### src/rtl/uart_pkg.sv
// uart_pkg: shared definitions for the UART transmit path.
//   - ASCII constants used by the instruction echo sequencer.
//   - Character FSM state encoding for the 8N1 byte engine.
//   - OVERSAMPLE: baud_tick pulses per serial bit.
//   - digit_char(): maps one instruction bit to ASCII '0' or '1'.
package uart_pkg;

    localparam logic [7:0] CHAR_ZERO = 8'h30;
    localparam logic [7:0] CHAR_CR   = 8'h0D;
    localparam logic [7:0] CHAR_LF   = 8'h0A;

    localparam int unsigned OVERSAMPLE = 16;

    typedef enum logic [1:0] {
        StIdle,
        StStart,
        StData,
        StStop
    } tx_state_e;

    function automatic logic [7:0] digit_char(input logic b);
        return CHAR_ZERO | {7'b0, b};
    endfunction

endpackage

### src/rtl/tx_byte_serializer.sv
// tx_byte_serializer: 8N1 byte engine, LSB first, idle-high line.
// Ports:
//   clk, reset   - system clock, synchronous active-high reset
//   baud_tick    - 16x oversample pulse from the shared divider
//   load_i       - take din_i as the next byte (from idle, or on the final stop tick)
//   din_i        - byte to send
//   tx_o         - registered serial output
//   ready_o      - engine idle, a load starts a new frame
//   byte_end_o   - combinational: this cycle is the final tick of a stop bit
// Loading on the final stop tick chains the next start bit with no idle gap.
module tx_byte_serializer
    import uart_pkg::*;
#(
    parameter int unsigned DBIT    = 8,
    parameter int unsigned SB_TICK = 16
) (
    input  logic       clk,
    input  logic       reset,
    input  logic       baud_tick,
    input  logic       load_i,
    input  logic [7:0] din_i,
    output logic       tx_o,
    output logic       ready_o,
    output logic       byte_end_o
);

    localparam logic [3:0] TickLast = 4'(OVERSAMPLE - 1);
    localparam logic [3:0] StopLast = 4'(SB_TICK - 1);
    localparam logic [2:0] BitLast  = 3'(DBIT - 1);

    tx_state_e  state_q;
    logic [3:0] tick_q;
    logic [2:0] bit_q;
    logic [7:0] shift_q;
    logic       tx_q;

    assign tx_o       = tx_q;
    assign ready_o    = (state_q == StIdle);
    assign byte_end_o = (state_q == StStop) && baud_tick && (tick_q == StopLast);

    // tx_q is assigned alongside every state change so the line level always
    // matches the state it has just entered.
    always_ff @(posedge clk) begin
        if (reset) begin
            state_q <= StIdle;
            tick_q  <= '0;
            bit_q   <= '0;
            shift_q <= '0;
            tx_q    <= 1'b1;
        end else begin
            unique case (state_q)
                StIdle: begin
                    if (load_i) begin
                        state_q <= StStart;
                        shift_q <= din_i;
                        tick_q  <= '0;
                        tx_q    <= 1'b0;
                    end
                end
                StStart: begin
                    if (baud_tick) begin
                        if (tick_q == TickLast) begin
                            state_q <= StData;
                            tick_q  <= '0;
                            bit_q   <= '0;
                            tx_q    <= shift_q[0];
                        end else begin
                            tick_q <= tick_q + 4'd1;
                        end
                    end
                end
                StData: begin
                    if (baud_tick) begin
                        if (tick_q == TickLast) begin
                            tick_q  <= '0;
                            shift_q <= {1'b0, shift_q[7:1]};
                            if (bit_q == BitLast) begin
                                state_q <= StStop;
                                tx_q    <= 1'b1;
                            end else begin
                                bit_q <= bit_q + 3'd1;
                                tx_q  <= shift_q[1];
                            end
                        end else begin
                            tick_q <= tick_q + 4'd1;
                        end
                    end
                end
                StStop: begin
                    if (baud_tick) begin
                        if (tick_q == StopLast) begin
                            tick_q <= '0;
                            if (load_i) begin
                                state_q <= StStart;
                                shift_q <= din_i;
                                tx_q    <= 1'b0;
                            end else begin
                                state_q <= StIdle;
                            end
                        end else begin
                            tick_q <= tick_q + 4'd1;
                        end
                    end
                end
                default: state_q <= StIdle;
            endcase
        end
    end

endmodule

### src/rtl/instr_echo_tx.sv
// instr_echo_tx: echoes an IW-bit instruction over UART as ASCII '0'/'1'
// characters (MSB first) followed by CR LF.
// Ports:
//   clk, reset   - system clock, synchronous active-high reset
//   baud_tick    - 16x oversample pulse from the shared divider
//   start        - single-cycle request, accepted only while busy is low
//   instruction  - value to echo, latched on acceptance
//   tx           - serial line (8N1, LSB first, idle high)
//   busy         - high from acceptance until the final stop bit completes
//   done_tick    - one-cycle pulse as the final stop bit completes
module instr_echo_tx
    import uart_pkg::*;
#(
    parameter int unsigned DBIT    = 8,
    parameter int unsigned SB_TICK = 16,
    parameter int unsigned IW      = 13
) (
    input  logic          clk,
    input  logic          reset,
    input  logic          baud_tick,
    input  logic          start,
    input  logic [IW-1:0] instruction,
    output logic          tx,
    output logic          busy,
    output logic          done_tick
);

    localparam int unsigned           NChar   = IW + 2;
    localparam int unsigned           IdxW    = $clog2(NChar);
    localparam logic [IdxW-1:0]       LastIdx = IdxW'(NChar - 1);

    logic [IW-1:0]   latch_q;
    logic [IdxW-1:0] idx_q;
    logic            busy_q;
    logic            done_q;

    logic            ser_ready;
    logic            byte_end;
    logic            accept;
    logic            more;
    logic            load;
    logic [IdxW-1:0] next_idx;
    logic [7:0]      din;

    // Character k of the message built from word.
    function automatic logic [7:0] char_sel(input logic [IW-1:0] word, input int unsigned k);
        logic [IW-1:0] sh;
        sh = word >> (IW - 1 - k);
        if (k < IW)       return digit_char(sh[0]);
        else if (k == IW) return CHAR_CR;
        else              return CHAR_LF;
    endfunction

    assign accept   = start && !busy_q && ser_ready;
    assign more     = (idx_q != LastIdx);
    assign load     = accept || (busy_q && byte_end && more);
    assign next_idx = idx_q + IdxW'(1);

    // The latch is not yet valid in the accept cycle, so character 0 comes
    // straight from the input port.
    assign din = accept ? char_sel(instruction, 0) : char_sel(latch_q, 32'(next_idx));

    always_ff @(posedge clk) begin
        if (reset) begin
            latch_q <= '0;
            idx_q   <= '0;
            busy_q  <= 1'b0;
            done_q  <= 1'b0;
        end else begin
            done_q <= 1'b0;
            if (accept) begin
                latch_q <= instruction;
                idx_q   <= '0;
                busy_q  <= 1'b1;
            end else if (busy_q && byte_end) begin
                if (more) begin
                    idx_q <= next_idx;
                end else begin
                    idx_q  <= '0;
                    busy_q <= 1'b0;
                    done_q <= 1'b1;
                end
            end
        end
    end

    assign busy      = busy_q;
    assign done_tick = done_q;

    tx_byte_serializer #(
        .DBIT    (DBIT),
        .SB_TICK (SB_TICK)
    ) u_ser (
        .clk        (clk),
        .reset      (reset),
        .baud_tick  (baud_tick),
        .load_i     (load),
        .din_i      (din),
        .tx_o       (tx),
        .ready_o    (ser_ready),
        .byte_end_o (byte_end)
    );

endmodule

### config.mk
export PLATFORM = sky130hd
export DESIGN_NAME = instr_echo_tx
export DESIGN_NICKNAME = d
export VERILOG_FILES = /design/src/rtl/uart_pkg.sv /design/src/rtl/tx_byte_serializer.sv /design/src/rtl/instr_echo_tx.sv
export SDC_FILE = /design/constraint.sdc
export NUM_CORES = 1
export LEC_CHECK = 0
export BUFFER_PORTS_ARGS = -buffer_cell sky130_fd_sc_hd__buf_2
export CAP_MARGIN = 20
export CORE_ASPECT_RATIO = 0.6
export CORE_MARGIN = 3
export CORE_UTILIZATION = 58
export DETAILED_ROUTE_END_ITERATION = 10
export PLACE_DENSITY = 0.83
export SYNTH_ARGS = -nofsm -noshare
export SYNTH_HDL_FRONTEND = slang
export SYNTH_SLANG_ARGS = --single-unit
### constraint.sdc
create_clock -name clk -period 3 [get_ports clk]
set_input_delay 0.45 -clock clk [delete_from_list [all_inputs] [get_ports clk]]
set_output_delay 0.45 -clock clk [all_outputs]
set_load 0.02 [all_outputs]
==> results_dict.tcl, run 1 <==
set metrics [dict create \
    outcome "complete, no violations" \
    clk_pin_slew_worst_paths_ps 70 \
    grtUsageTotal_pct 23.3 \
    yosysWarnings 0 \
    slew_viol_final 0 \
    pwr_density_cell_nw_per_um2 725 \
    timing.critical_path.max_delay_family "flip-flops" \
    core_region_area_um2 3320 \
    die_y_um 52.1 \
    critical_path_arrival_ps 2820 \
    synth.ff_latch_count 35 \
    critical_path.slowest_cell "sky130_fd_sc_hd__dfxtp_1" \
    synthesis.nets 279 \
    detail_route.vias_per_cell 5.77 \
    yosys.cell_types.count 50 \
    yosys.area.top_type_share_pct 34.2 \
    synth_top_flop_cell "sky130_fd_sc_hd__dfxtp_1" \
    final_core_utilization_pct 68.1 \
    synth_enable_flop_cells 0 \
    cts_hold_repair.buffers 0 \
    fin_crit_sh_pct 87.3 \
    seq_power_share_pct 36.6 \
    grt_met1_usage_pct 34.3 \
    firstDrtPassIters 4 \
    clock_tree.buffer_depth 2 \
    report.final.hold_viol_count 0 \
    die_w_um 82.8 \
    dpl_worst_slack_ps 425 \
    cp_data_required_time_ps 3200 \
    slew_headroom_pct 59.5 \
    critPathBufInv 1 \
    holdCritPathClass "input pin to flop" \
    timing.setup.tns_ps 0 \
    worst-path-max-fanout 8 \
    num_antenna_cells 0 \
    post_synth.cell_area_avg_um2 8.24 \
    synth_cells 249 \
    tritoncts "done" \
    gp_routability_congestion 0.883 \
    part_of_the_total_power_dissipated_in_the_clock_network_pct 25.3 \
    cts.htree.levels 2 \
    finalWirelength_um 4490 \
    power_report.internal_total_mw 1.03 \
    globalRoute.totalOverflow 0 \
    finish.net_count 295 \
    first_global_vias 1583 \
    timing.clock.skew_ps 5.88 \
    worstMarginPinSlew_ps 608 \
    timing.critical_path.cells "inv_1 -> ha_1 -> or2_2 -> a21oi_1 -> nor3_1 -> xnor2_1 -> mux2_4 -> a311oi_2" \
    route.detailed.drc 0 \
    worstHoldStart "instruction[1]" \
    critPathMaxStageDelay_ps 500 \
    timing.critical_path.from_type "flop" \
    synthesis.area_um2 2050 \
    initial_utilization_pct 61.7 \
    fin_crit_ps 2620 \
    globalRoute.busiestLayer "met1" \
    drive_above_1_share_pct 17.0 \
    detailedPlacementHpwl_um 3160 \
    power_switching_mw 0.611 \
    synth_top_cell_by_area "sky130_fd_sc_hd__dfxtp_1" \
    root_buffer "sky130_fd_sc_hd__clkbuf_8" \
    grt_use_met3_pct 5.54 \
    unrepaired_setup_endpoints_after_global_routing "false" \
    yosysSeqAreaShare_pct 34.2 \
    numCtsBuffers 5 \
    worst_setup_path_end_kind "flop" \
    boundaryPins 20 \
    critical_path_launch_point "idx_q[0]" \
    timing.setup.critical_path_class "flop to flop" \
    ctsResizeCount 0 \
    setup_violations 0 \
    num_rows 16 \
    postSynth.asyncResetShare_pct 0 \
    power.leakage_nw 0.851 \
    grt_start_max_net_pins 32 \
    max_freq_ghz 0.382 \
    clock_latency_ps 290 \
    cts_sinks 35 \
    detail_route.iter0.violations 134 \
    netlist_top_cells_area "sky130_fd_sc_hd__dfxtp_1 (34%), sky130_fd_sc_hd__a21oi_1 (8.8%), sky130_fd_sc_hd__ha_1 (7.9%)" \
    maxCapViolCount 0 \
    worstReg2RegStart "idx_q[0]" \
    antenna_violating_nets_post_route 0 \
    port_bufs 19 \
    power.switching_fraction_pct 37.2 \
    design_power_total_mw 1.64 \
    syn2layout_area_growth_pct 10.4 \
    combPwrFrac_pct 38.1 \
    number_of_antenna_violations_at_the_first_check_in_global_routing 0 \
    global_route_wire_length_before_repair_um 7530 \
    peakVddDrop_uv 451 \
    global_routing_usage_on_met2_pct 32.7 \
    cts_setup_buffers 0 \
    wire_per_inst_um 14.5 \
    layout_setup_ws_ps 380 \
    die-area_um2 4310 \
    via_count 1788 \
]
[cell usage in the layout, fill, tap and decap left out, drive strengths merged, types with 7 or more instances in the layout]
cell and count:
nand2 42, a21oi 37, dfxtp 35, nor2 23
buf 23, ha 13, o21ai 8, inv 7
nand3 7, a211oi 7
[worst min-delay path, stage by stage]
cell and delay (ps):
sky130_fd_sc_hd__buf_2 90, sky130_fd_sc_hd__nand2_1 50, sky130_fd_sc_hd__a21oi_1 50
[final timing paths]
path                            slack (ps)                to  cells after the start
worst min-delay path                   400        latch_q[1]                      3
worst max register to register         380  u_ser.shift_q[0]                      8
worst max-delay path                   380  u_ser.shift_q[0]                      8
worst min register to register         450        latch_q[0]                      2
[per-layer routing]
layer	share of wire, %	vias up
met3	7.1	5
met4	0.76	0
met1	52	813
li1	-	912
met2	40	58
met5	0	-
[final cells by class]
cell class	instances	area [µm²]
multi-input cells	193	1250
clock buffers	5	68.8
fillers	295	1060
flip-flops and latches	35	701
repair buffers	23	125
clock inverters	2	37.5
well taps	45	56.3
inverters	7	26.3
[synth_stat cells, types with 2 or more instances]
cell type,n
sky130_fd_sc_hd__a211oi_1,6
sky130_fd_sc_hd__a21oi_1,36
sky130_fd_sc_hd__a22oi_1,2
sky130_fd_sc_hd__a32oi_1,2
sky130_fd_sc_hd__and2b_1,2
sky130_fd_sc_hd__and3_1,2
sky130_fd_sc_hd__buf_2,2
sky130_fd_sc_hd__buf_6,2
sky130_fd_sc_hd__clkbuf_1,7
sky130_fd_sc_hd__dfxtp_1,35
sky130_fd_sc_hd__ha_1,13
sky130_fd_sc_hd__inv_1,7
sky130_fd_sc_hd__mux2i_1,2
sky130_fd_sc_hd__mux4_2,3
sky130_fd_sc_hd__nand2_1,42
sky130_fd_sc_hd__nand2b_1,5
sky130_fd_sc_hd__nand3_1,7
sky130_fd_sc_hd__nand3b_1,5
sky130_fd_sc_hd__nand4b_1,2
sky130_fd_sc_hd__nor2_1,23
sky130_fd_sc_hd__nor3_1,3
sky130_fd_sc_hd__nor3b_1,2
sky130_fd_sc_hd__o21ai_0,7
sky130_fd_sc_hd__o21bai_1,2
sky130_fd_sc_hd__or2_2,3
sky130_fd_sc_hd__xnor2_1,3
[power groups by stage]
stage                     clock network, mW  registers, mW  logic (mW)
after floorplan                           0          0.606       0.467
after global placement                    0          0.606       0.600
after detailed placement                  0          0.610       0.616
after CTS                             0.422          0.600       0.626
after global routing                  0.440          0.611       0.701
final                                 0.415          0.600       0.626
[metrics by stage]
step / hold WS [ps] / instance area [µm²] / cells
after floorplan: 433 / 2050 / 249
after global placement: 440 / 2160 / 303
after detailed placement: 447 / 2160 / 303
after CTS: 391 / 2260 / 310
after global routing: 397 / 2260 / 310
final: 401 / 2260 / 310
[logic make-up after synthesis]
logic type                 count (synthesis)  share of synthesized area, %
AOI/OAI and AO/OA                         69                          22.3
xor gates and xnor gates                   3                          1.28
adders and majority gates                 13                          7.93
buffers and inverters                     21                          4.94
DFF                                       35                          34.2
muxes                                      6                          5.00
and+or+nand+nor                          102                          24.3
[sequential cells by signal, summed over array words and instances (netlist names)]
| name | count |
|---|---|
| u_ser.tx_o | 1 |
| done_tick | 1 |
| u_ser.state_q | 2 |
| latch_q | 13 |
| busy | 1 |
| u_ser.shift_q | 6 |
| idx_q | 4 |
| u_ser.tick_q | 4 |
| u_ser.bit_q | 3 |
(Power assumes the default switching activity.)
==> run 2, diff against run 1 <==
Settings changed: CELL_PAD_IN_SITES_DETAIL_PLACEMENT set to 1, CELL_PAD_IN_SITES_GLOBAL_PLACEMENT set to 2, CORE_UTILIZATION 58 to 35.
==> run 2 against run 1 <==
Net effect: count of clock-buffer cells in the layout unchanged; worst setup slack better by 43 ps; register-to-register slack improved by 40 ps; clock skew shrank 1.4 ps; hold slack got worse by 18 ps; power rose by 2.7%; design area up 1.9%; global-route usage is 6.5 points lower; routed wire length up 18%; sequential power barely moved; first-iteration DRC count shrank 28%; cell count increased by 10%; critical path type unchanged.
==> results_dict.tcl, run 2 (synthesis gave the netlist of run 1 again) <==
set metrics [dict create \
    outcome "complete, no violations" \
    power_switching_mw 0.651 \
    wire_per_inst_um 15.5 \
    dp_cells 334 \
    worst-path-max-fanout 8 \
    critPathBufInv 1 \
    fin_crit_ps 2580 \
    timing.critical_path.from_type "flop" \
    dpl_worst_slack_ps 435 \
    numCtsBuffers 5 \
    report.final.hold_viol_count 0 \
    detail_route.vias_per_cell 5.25 \
    largest_register_ff_count 13 \
    unrepaired_setup_endpoints_after_global_routing "false" \
    worstMarginPinSlew_ps 800 \
    cts_setup_buffers 0 \
    tritoncts "done" \
    via_count 1796 \
    cts_sinks 35 \
    biggestRegsByFlops "latch_q x13, u_ser.shift_q x6" \
    detail_route.iter0.violations 96 \
    cp_data_required_time_ps 3220 \
    timing.clock.skew_ps 4.52 \
    critical_path_arrival_ps 2790 \
    die-area_um2 6840 \
    timing.setup.tns_ps 0 \
    finalWirelength_um 5310 \
    slew_headroom_pct 46.7 \
    timing.setup.critical_path_class "flop to flop" \
    cts_hold_repair.buffers 0 \
    power.leakage_nw 0.854 \
    globalRoute.totalOverflow 0 \
    antenna_violating_nets_post_route 0 \
    power.switching_fraction_pct 38.6 \
    first_global_vias 1800 \
    combPwrFrac_pct 37.6 \
    timing.critical_path.cells "inv_1 -> ha_1 -> or2_2 -> a21oi_1 -> nor3_1 -> xnor2_1 -> mux2_4 -> a311oi_2" \
    core_region_area_um2 5360 \
    syn2layout_area_growth_pct 12.4 \
    holdCritPathClass "input pin to flop" \
    cts.htree.levels 2 \
    firstDrtPassIters 4 \
    mostFrequentLayoutCells "sky130_fd_sc_hd__nand2_1 (42), sky130_fd_sc_hd__a21oi_1 (36), sky130_fd_sc_hd__dfxtp_1 (35)" \
    ctsResizeCount 0 \
    slew_viol_final 0 \
    gp_routability_congestion 0.768 \
    fin_crit_sh_pct 85.9 \
    num_antenna_cells 0 \
    critPathMaxStageDelay_ps 470 \
    grtUsageTotal_pct 16.9 \
    peakVddDrop_uv 245 \
    grt_start_max_net_pins 32 \
    pwr_density_cell_nw_per_um2 731 \
    max_freq_ghz 0.388 \
    route.detailed.drc 0 \
    finish.net_count 294 \
    maxCapViolCount 0 \
    part_of_the_total_power_dissipated_in_the_clock_network_pct 26.8 \
    boundaryPins 20 \
    seq_power_share_pct 35.6 \
    initial_utilization_pct 38.3 \
    clock_latency_ps 300 \
    critical_path.slowest_cell "sky130_fd_sc_hd__dfxtp_1" \
    worst_setup_path_end_kind "flop" \
    detailedPlacementHpwl_um 3850 \
    timing.critical_path.max_delay_family "flip-flops" \
    num_rows 20 \
    layout.cells.non_filler 342 \
    clock_tree.buffer_depth 2 \
    registers.top_by_ff_count "latch_q" \
    number_of_antenna_violations_at_the_first_check_in_global_routing 0 \
    global_route_wire_length_before_repair_um 9230 \
    setup_violations 0 \
    drive_above_1_share_pct 17.0 \
    die_y_um 65.3 \
    root_buffer "sky130_fd_sc_hd__clkbuf_8" \
    layout_setup_ws_ps 423 \
    die_w_um 105 \
    clk_pin_slew_worst_paths_ps 80 \
    design_power_total_mw 1.69 \
    port_bufs 19 \
    power_report.internal_total_mw 1.04 \
    leading_cell_type_in_the_layout_fill_and_taps_excluded "sky130_fd_sc_hd__nand2_1" \
]
## run 2: changes by cell type in the layout (fill, tap and decap cells not counted)
cell                         before  now
sky130_fd_sc_hd__buf_4            4    3
sky130_fd_sc_hd__clkinv_4         0    1
sky130_fd_sc_hd__clkinvlp_4       1    0
sky130_fd_sc_hd__inv_6            0    1
## run 2: power by group through the flow
| stage | registers, mW | logic (mW) | clock network [mW] |
|---|---|---|---|
| detailed placement | 0.612 | 0.629 | 0 |
| global route | 0.614 | 0.722 | 0.492 |
| CTS | 0.601 | 0.638 | 0.467 |
| floorplan | 0.606 | 0.467 | 0 |
| global placement | 0.610 | 0.619 | 0 |
| finish | 0.600 | 0.633 | 0.453 |
## run 2: cell type report
type	count	area [µm²]
Fill cell	685	3050
Multi-Input combinational cell	193	1250
Sequential cell	35	701
Timing Repair Buffer	22	118
Tap cell	77	96.3
Clock buffer	5	68.8
Clock inverter	3	47.5
Inverter	7	26.3
## run 2: worst reg2reg max path, cell delays in order (launching register included)
cell and delay, ps:
sky130_fd_sc_hd__dfxtp_1 470, sky130_fd_sc_hd__inv_1 150, sky130_fd_sc_hd__ha_1 460, sky130_fd_sc_hd__or2_2 320, sky130_fd_sc_hd__a21oi_1 220, sky130_fd_sc_hd__nor3_1 110, sky130_fd_sc_hd__xnor2_1 200, sky130_fd_sc_hd__mux2_4 320
sky130_fd_sc_hd__a311oi_2 240
## run 2: metrics by stage
step | hold slack (ps) | util (%) | area, µm²
after detailed placement | 452 | 40.9 | 2190
after global routing | 384 | 43.1 | 2310
after global placement | 444 | 40.9 | 2190
final | 383 | 43.1 | 2310
after floorplan | 433 | - | 2050
after CTS | 375 | 43.1 | 2310
## run 2: final timing paths
kind	cells after the start	end	from	slack, ps
worst max-delay path	8	u_ser.shift_q[0]	idx_q[0]	420
worst min-delay path	3	latch_q[2]	instruction[2]	380
worst max register to register	8	u_ser.shift_q[0]	idx_q[0]	420
worst min register to register	2	latch_q[9]	latch_q[9]	460
## run 2: routing by layer
layer / global-route usage, % / routed length (µm)
met4: 4.91 / 55
met2: 22.9 / 2050
met3: 3.73 / 204
met5: 0 / 0
met1: 26.0 / 3010
